$ cat src/rtl/uadd_collect_if.sv
// rtl/uadd_collect_if.sv - chunk input, result output and handshake signals of uadd_collect
interface uadd_collect_if #(
  parameter int WIDTH = 32,
  parameter int WADD  = 12
);
  logic             start;
  logic [2:0]       op;
  logic             chunk_valid;
  logic [WADD-1:0]  chunk_sum;
  logic             chunk_cout;
  logic             a_msb;
  logic             b_msb;
  logic             res_ready;
  logic             res_valid;
  logic [WIDTH-1:0] result;
  logic             cond;
  logic             cout;
  logic             busy;

  modport master (
    output start, op, chunk_valid, chunk_sum, chunk_cout, a_msb, b_msb, res_ready,
    input  res_valid, result, cond, cout, busy
  );

  modport slave (
    input  start, op, chunk_valid, chunk_sum, chunk_cout, a_msb, b_msb, res_ready,
    output res_valid, result, cond, cout, busy
  );
endinterface

$ cat src/rtl/uadd_collect.sv
// rtl/uadd_collect.sv - assembles chunked adder sums into a full result and comparison outcome
module uadd_collect #(
  parameter int WIDTH = 32,
  parameter int WADD  = 12
) (
  input logic          clk,
  input logic          rst,
  uadd_collect_if.slave bus
);
  localparam int NCYC  = (WIDTH + WADD - 1) / WADD;
  localparam int LASTW = WIDTH - (NCYC - 1) * WADD;
  localparam int IDXW  = (NCYC > 1) ? $clog2(NCYC) : 1;

  typedef enum logic [1:0] {S_IDLE, S_COLLECT, S_DONE} state_t;

  state_t           r_state;
  state_t           w_state_next;
  logic [IDXW-1:0]  r_idx;
  logic [2:0]       r_op;
  logic             r_zero;
  logic [WIDTH-1:0] r_acc;
  logic [WIDTH-1:0] r_result;
  logic             r_cond;
  logic             r_cout;

  logic             w_beat;
  logic             w_last;
  logic             w_final;
  logic             w_launch;
  logic             w_chunk_zero;
  logic             w_zero_next;
  logic             w_sum_msb;
  logic             w_ovf;
  logic             w_cond;
  logic [WIDTH-1:0] w_acc_next;

  assign w_beat   = (r_state == S_COLLECT) && bus.chunk_valid;
  assign w_last   = (r_idx == IDXW'(NCYC - 1));
  assign w_final  = w_beat && w_last;
  assign w_launch = bus.start && ((r_state == S_IDLE) || ((r_state == S_DONE) && bus.res_ready));

  // Only the low LASTW bits of the final chunk count towards the zero flag and sign.
  assign w_chunk_zero = w_last ? (bus.chunk_sum[LASTW-1:0] == '0) : (bus.chunk_sum == '0);
  assign w_zero_next  = r_zero && w_chunk_zero;
  assign w_sum_msb    = bus.chunk_sum[LASTW-1];
  assign w_ovf        = (bus.a_msb != bus.b_msb) && (w_sum_msb != bus.a_msb);

  always_comb begin
    w_acc_next = r_acc;
    for (int k = 0; k < NCYC - 1; k++) begin
      if (r_idx == IDXW'(k)) w_acc_next[k*WADD +: WADD] = bus.chunk_sum;
    end
    if (w_last) w_acc_next[WIDTH-1 -: LASTW] = bus.chunk_sum[LASTW-1:0];
  end

  always_comb begin
    w_cond = 1'b0;
    case (r_op)
      3'b000:  w_cond = w_zero_next;
      3'b001:  w_cond = !w_zero_next;
      3'b100:  w_cond = w_sum_msb ^ w_ovf;
      3'b101:  w_cond = !(w_sum_msb ^ w_ovf);
      3'b110:  w_cond = !bus.chunk_cout;
      3'b111:  w_cond = bus.chunk_cout;
      default: w_cond = 1'b0;
    endcase
  end

  always_ff @(posedge clk) begin
    if (rst) r_state <= S_IDLE;
    else     r_state <= w_state_next;
  end

  always_comb begin
    w_state_next = r_state;
    case (r_state)
      S_IDLE:    if (bus.start) w_state_next = S_COLLECT;
      S_COLLECT: if (w_final) w_state_next = S_DONE;
      S_DONE:    if (bus.res_ready) w_state_next = bus.start ? S_COLLECT : S_IDLE;
      default:   w_state_next = S_IDLE;
    endcase
  end

  // Published outputs change only on a final beat, so they persist through IDLE and the next COLLECT.
  always_ff @(posedge clk) begin
    if (rst) begin
      r_idx    <= '0;
      r_op     <= '0;
      r_zero   <= 1'b1;
      r_acc    <= '0;
      r_result <= '0;
      r_cond   <= 1'b0;
      r_cout   <= 1'b0;
    end else if (w_launch) begin
      r_op   <= bus.op;
      r_idx  <= '0;
      r_zero <= 1'b1;
    end else if (w_beat) begin
      r_acc  <= w_acc_next;
      r_zero <= w_zero_next;
      if (w_final) begin
        r_idx    <= '0;
        r_result <= w_acc_next;
        r_cond   <= w_cond;
        r_cout   <= bus.chunk_cout;
      end else begin
        r_idx <= r_idx + IDXW'(1);
      end
    end
  end

  assign bus.busy      = (r_state != S_IDLE);
  assign bus.res_valid = (r_state == S_DONE);
  assign bus.result    = r_result;
  assign bus.cond      = r_cond;
  assign bus.cout      = r_cout;
endmodule

$ cat src/flat_wrapper.sv
// flat-port wrapper written by rule: the top's interface ports become plain ports
module uadd_collect_flat 
#(
  parameter int WIDTH = 32,
  parameter int WADD  = 12
)
  (clk, rst, bus_start, bus_op, bus_chunk_valid, bus_chunk_sum, bus_chunk_cout, bus_a_msb, bus_b_msb, bus_res_ready, bus_res_valid, bus_result, bus_cond, bus_cout, bus_busy);
  uadd_collect_if #(.WIDTH(WIDTH), .WADD(WADD)) bus_i ();
  input logic clk;
  input logic rst;
  input wire logic [$bits(bus_i.start)-1:0] bus_start;
  input wire logic [$bits(bus_i.op)-1:0] bus_op;
  input wire logic [$bits(bus_i.chunk_valid)-1:0] bus_chunk_valid;
  input wire logic [$bits(bus_i.chunk_sum)-1:0] bus_chunk_sum;
  input wire logic [$bits(bus_i.chunk_cout)-1:0] bus_chunk_cout;
  input wire logic [$bits(bus_i.a_msb)-1:0] bus_a_msb;
  input wire logic [$bits(bus_i.b_msb)-1:0] bus_b_msb;
  input wire logic [$bits(bus_i.res_ready)-1:0] bus_res_ready;
  output wire logic [$bits(bus_i.res_valid)-1:0] bus_res_valid;
  output wire logic [$bits(bus_i.result)-1:0] bus_result;
  output wire logic [$bits(bus_i.cond)-1:0] bus_cond;
  output wire logic [$bits(bus_i.cout)-1:0] bus_cout;
  output wire logic [$bits(bus_i.busy)-1:0] bus_busy;
  assign bus_i.start = bus_start;
  assign bus_i.op = bus_op;
  assign bus_i.chunk_valid = bus_chunk_valid;
  assign bus_i.chunk_sum = bus_chunk_sum;
  assign bus_i.chunk_cout = bus_chunk_cout;
  assign bus_i.a_msb = bus_a_msb;
  assign bus_i.b_msb = bus_b_msb;
  assign bus_i.res_ready = bus_res_ready;
  assign bus_res_valid = bus_i.res_valid;
  assign bus_result = bus_i.result;
  assign bus_cond = bus_i.cond;
  assign bus_cout = bus_i.cout;
  assign bus_busy = bus_i.busy;
  uadd_collect #(.WIDTH(WIDTH), .WADD(WADD)) u_core (.clk(clk), .rst(rst), .bus(bus_i));
endmodule
$ cat config.mk
export PLATFORM = sky130hd
export DESIGN_NAME = uadd_collect_flat
export DESIGN_NICKNAME = d
export VERILOG_FILES = /design/src/rtl/uadd_collect_if.sv /design/src/rtl/uadd_collect.sv /design/src/flat_wrapper.sv
export SDC_FILE = /design/constraint.sdc
export NUM_CORES = 1
export LEC_CHECK = 0
export ABC_AREA = 1
export CAP_MARGIN = 25
export CORE_MARGIN = 8
export CORE_UTILIZATION = 40
export DETAILED_ROUTE_END_ITERATION = 12
export DONT_BUFFER_PORTS = 1
export HOLD_SLACK_MARGIN = 0.05
export PLACE_DENSITY_LB_ADDON = 0.15
export SLEW_MARGIN = 20
export SYNTH_ARGS = -nofsm -noshare
export SYNTH_HDL_FRONTEND = slang
export SYNTH_SLANG_ARGS = --single-unit
$ cat constraint.sdc
create_clock -name clk -period 3.1 [get_ports clk]
set_input_delay 0.155 -clock clk [delete_from_list [all_inputs] [get_ports clk]]
set_output_delay 0.155 -clock clk [all_outputs]
set_load 0.005 [all_outputs]
; Word-level counts from Yosys, hierarchy flattened
; Cells that the tools add are included.
[word_totals]
mem_count = 0
ram_bits = 0
reg_bits = 74
in_bits = 23
elab_cells = 56
rom_bits = 0
latch_bits = 0
[op_classes]
n_eq_ne = 14
magnitude_cmp = 0
n_bitwise = 2
add_sub_neg = 1
n_shift = 0
mux = 11
div_mod_pow = 0
n_reduce_logical = 20
n_mul = 0
[ops]
columns = cell, n
row1 = $mux 12, 2
row2 = $eq 3x3->1 const B, 4
row3 = $logic_not 12->1, 1
row4 = $logic_not 8->1, 1
row5 = $mux 2, 4
row6 = $mux 8, 1
row7 = $logic_and 1x1->1, 6
row8 = $pmux 1 s6, 1
row9 = $pmux 2 s3, 1
row10 = $reduce_and 3->1, 2
row11 = $eq 2x1->1 const B, 2
row12 = $eq 2x2->1 const B, 2
row13 = $logic_not 2->1, 2
row14 = $ne 2x2->1 const B, 2
row15 = $eq 3x1->1 const B, 1
row16 = $logic_not 1->1, 3
row17 = $logic_not 3->1, 1
row18 = $add 2x1->2 const B, 1
row19 = $mux 1, 2
row20 = $ne 1x1->1, 2
row21 = $ne 2x1->1 const B, 1
row22 = $reduce_and 2->1, 1
row23 = $reduce_bool 2->1, 1
row24 = $reduce_or 2->1, 1
row25 = other kinds (3), 3

; Depth between registers and ports, before layout
[depth]
ltp_word = 6
ltp_mapped = 9
depth_no_buf = 9

; Least setup slack after synthesis
; No wires, ideal clock.
[synth_path]
path_type = reg2reg
from = register u_core.r_state[0]
to = register u_core.r_result[10], in the netlist u_core.bus.result[10]
slack_ps = 1867
path_buffers = 1
arrival_time_ps = 1100
required_time_ps = 2968
stages_incl_launch_ff = 9
cell_sequence = dfxtp_1 inv_2 nor2_2 nand2_2 nor2_8 inv_4 buf_2 nand2_1 a21oi_1
[synth_via]
elab_chain_cells = 6
elab_cells_between_ends = 10
cone_classes = eq/ne: 2 / bitwise: 1 / reduce/logical: 7
[synth_lines]
columns = element, line
row1 = "start, declared", uadd_collect.sv:16  ; state_t r_state;
row2 = "start signal, assigned", uadd_collect.sv:71  ; else r_state <= w_state_next;
row3 = $eq 2x2->1, uadd_collect.sv:40  ; assign w_launch = bus.start && ((r_state == S_IDLE) || ((r_state == S_DONE) && bus.res_ready));
row4 = $logic_and 1x1->1, uadd_collect.sv:40
row5 = $logic_or 1x1->1, uadd_collect.sv:40
row6 = $logic_and 1x1->1, uadd_collect.sv:40
row7 = $not 1->1 (no line), n/a
row8 = $reduce_and 3->1 (no line) *, n/a
row9 = "end signal, assigned", uadd_collect.sv:103  ; r_result <= w_acc_next;
row10 = "end, declared", uadd_collect.sv:22  ; logic [WIDTH-1:0] r_result;
; Mark *: on every way between the ends. The rest lies on a longest branch, timed or not.
; A chain may end at the register's enable or synchronous reset.

; Final worst setup path
[layout_path]
from = register u_core.r_state[0]
to = register u_core.r_result[31], in the netlist u_core.bus.result[31]
; Same word-level chain as after synthesis.

==> results.json <==
{
  "outcome": "completed",
  "antenna_found_initial": 0,
  "worst_slack_ns": 1.410,
  "met2_length_mm": 3.315,
  "synth_area_um2": 2776,
  "comb_power_share": 0.090,
  "hold_viol": 0,
  "reg2reg_depth": 7,
  "r2r_slack_ns": 1.41,
  "grt_max_degree": 54,
  "ant_nets": 0,
  "gp_congestion": 0.7434,
  "place_ws_ns": 1.406,
  "hpwl_mm": 4.543,
  "power.density_nw_per_um2": 549.1,
  "whs_endpoint": "u_core.r_zero",
  "period_minus_slack_ns": 1.690,
  "cap_violations": 0,
  "tightest_slew_ns": 0.7979,
  "period_share": 0.5453,
  "synth_fp_nets": 404,
  "yosys_register_bits": 66,
  "ctsRootBufferMaster": "clkbuf_8",
  "wl_mm": 7.036,
  "finalSetupViolations": 0,
  "setup_tns_ns": 0,
  "cts_tree": "yes",
  "slew_headroom": 0.4675,
  "diodes": 0,
  "internal_power_w": 0.001286,
  "drt_first_pass_iters": 4,
  "fillers": 691,
  "io-pin-count": 59,
  "drive_gt1_frac": 0.07417,
  "critPathCaptureType": "flop",
  "critPathLaunch": "u_core.r_state[0]",
  "syn2layout_area_growth_pct": 11.22,
  "htreeDepth": 3,
  "critPathKind": "flop to flop",
  "place.port_buffers": 0,
  "nNetsFinal": 409,
  "min_from": "bus_chunk_sum[5]",
  "via_per_inst": 5.025,
  "design.die.area_um2": 9862,
  "grt_pass1_vias": 2268,
  "rsz0062_at_grt": "false",
  "p_sw_w": 0.0004095,
  "fp.dieH_um": 99.31,
  "cts_buffers": 9,
  "crit_path_start_kind": "flop",
  "fp.coreArea_um2": 6756,
  "synth_cell_types": 23,
  "drc": 0,
  "yosysSeqAreaShare": 0.4759,
  "fmax_ghz": 0.5915,
  "min_path_type": "input port to flop",
  "cts_buffer_depth": 2,
  "syn_area_per_cell_um2": 7.287,
  "ir_drop_v": 0.0001860,
  "required_ns": 3.33,
  "vias": 2367,
  "switching_share": 0.2415,
  "skew_ns": 0.004403,
  "wl_per_cell_um": 14.94,
  "overflow": 0,
  "cts_resized": 0,
  "clkSinkCount": 66,
  "track_usage": 0.1496,
  "p_clk_frac": 0.386,
  "r2r_end": "u_core.bus.result[31]",
  "highest_layer": "met4",
  "holdPathStages": 3,
  "wl_met3_um": 552,
  "clk-insertion-delay-late_ns": 0.34,
  "synthCells": 381,
  "initial_core_util": 0.4109,
  "die_x_um": 99.31,
  "grt_pass1_wl_mm": 11.44,
  "ys_warn_count": 0,
  "crit_arrival_ns": 1.92,
  "maxSlewViolCount": 0,
  "wl_met1_mm": 3.089,
  "rows": 30,
  "drtIter0Drc": 216,
  "critical_path_peak_fanout": 36,
  "clkTransAtPathRegs_ns": 0.06,
  "rr_startpoint": "u_core.r_state[0]",
  "p_leak_nw": 1.157,
  "seq_power_share": 0.524
}
## worst max-delay path by stage
stage | to | slack (ns) | depth (start not counted)
detailed placement | u_core.bus.result[31] | 1.41 | 5
finish | u_core.bus.result[31] | 1.41 | 7
global placement | u_core.bus.result[24] | 1.43 | 5
CTS | u_core.bus.result[31] | 1.40 | 5
global route | u_core.bus.result[25] | 1.14 | 7
floorplan | u_core.bus.result[10] | 1.87 | 8
## stage by stage
stage	hold slack, ns	utilization	power, W	area, µm²	std cells
after floorplan	0.2893	-	0.001019	2776	381
after global placement	0.2281	0.4059	0.001031	2743	440
after detailed placement	0.2299	0.4059	0.001035	2743	440
after CTS	0.05143	0.4537	0.001721	3065	470
after global routing	0.08371	0.4570	0.001781	3088	471
final	0.06313	0.4570	0.001695	3088	471
## state kept, by name (all words and copies together), names as in the netlist
name               count
u_core.bus.cond        1
u_core.bus.cout        1
u_core.bus.result     32
u_core.r_acc          24
u_core.r_idx           2
u_core.r_op            3
u_core.r_state         2
u_core.r_zero          1
## cells in the final DEF (no fill, tap or decap)
cell type	n
inv_4	1
inv_1	35
a211oi_1	2
inv_2	2
o21ai_0	46
nor2_4	1
nand2_1	95
buf_4	1
buf_2	1
nor2_8	1
nor2_1	28
nand3b_1	1
a21oi_1	57
o21ai_2	3
o21ai_1	11
nand2_2	2
nor3_1	2
clkbuf_1	2
clkbuf_8	12
dlygate4sd3_1	13
nor2_2	2
dfxtp_1	66
nand4_1	1
clkinv_2	2
nand3_1	3
buf_16	1
## power by group through the flow
| stage | Sequential, W | Clock (W) | Combinational [W] |
|---|---|---|---|
| floorplan | 0.000905 | 0 | 0.000114 |
| global placement | 0.000907 | 0 | 0.000124 |
| detailed placement | 0.000908 | 0 | 0.000127 |
| CTS | 0.000889 | 0.000682 | 0.000150 |
| global route | 0.000891 | 0.000714 | 0.000176 |
| finish | 0.000889 | 0.000654 | 0.000152 |
## area by class of cell
cell class	instances	area, µm²	share of cell area
timing repair buffer	16	170.2	0.05511
sequential	66	1321	0.4279
clock inverter	2	10.01	0.003241
tap	80	100.1	0.03241
multi-input combinational	255	1169	0.3784
clock buffer	14	172.7	0.05592
inverter	38	145.1	0.04700
## cell families (layout without fill, tap and decap cells)
group           after synthesis  count (layout)  synth area share
simple gates                136             136            0.2005
buf+inv                      60              70            0.1032
flops                        66              66            0.4759
compound gates              119             119            0.2204
## routing by layer
layer / GRT usage / vias to the layer above
met3: 0.05866 / 6
met1: 0.1696 / 1070
met2: 0.2417 / 53
met5: 0 / -
met4: 0.06985 / 0
li1: - / 1238
## critical path, stage by stage, from the launching register on
cell	delay, ns
dfxtp_1	0.35
inv_2	0.06
nor2_2	0.11
nand2_2	0.10
nor2_8	0.40
inv_4	0.27
o21ai_0	0.22
nor2_1	0.05
## synthesized netlist by cell type (all sizes together)
library cell | number | area [µm²]
nand3 | 3 | 15.01
o21ai | 60 | 311.5
inv | 38 | 145.1
clkbuf | 10 | 37.54
buf | 12 | 103.9
nor3 | 2 | 10.01
nand3b | 1 | 7.510
nand2 | 97 | 369.1
dfxtp | 66 | 1321
a211oi | 2 | 15.01
nand4 | 1 | 6.260
nor2 | 32 | 148.9
a21oi | 57 | 285.3
## timing repair
action                                 CTS  global route
hold buffers                            14             0
setup buffers                            0             0
setup endpoints to repair                0             0
endpoints found under the hold margin   40             0
(Power assumes the default switching activity.)
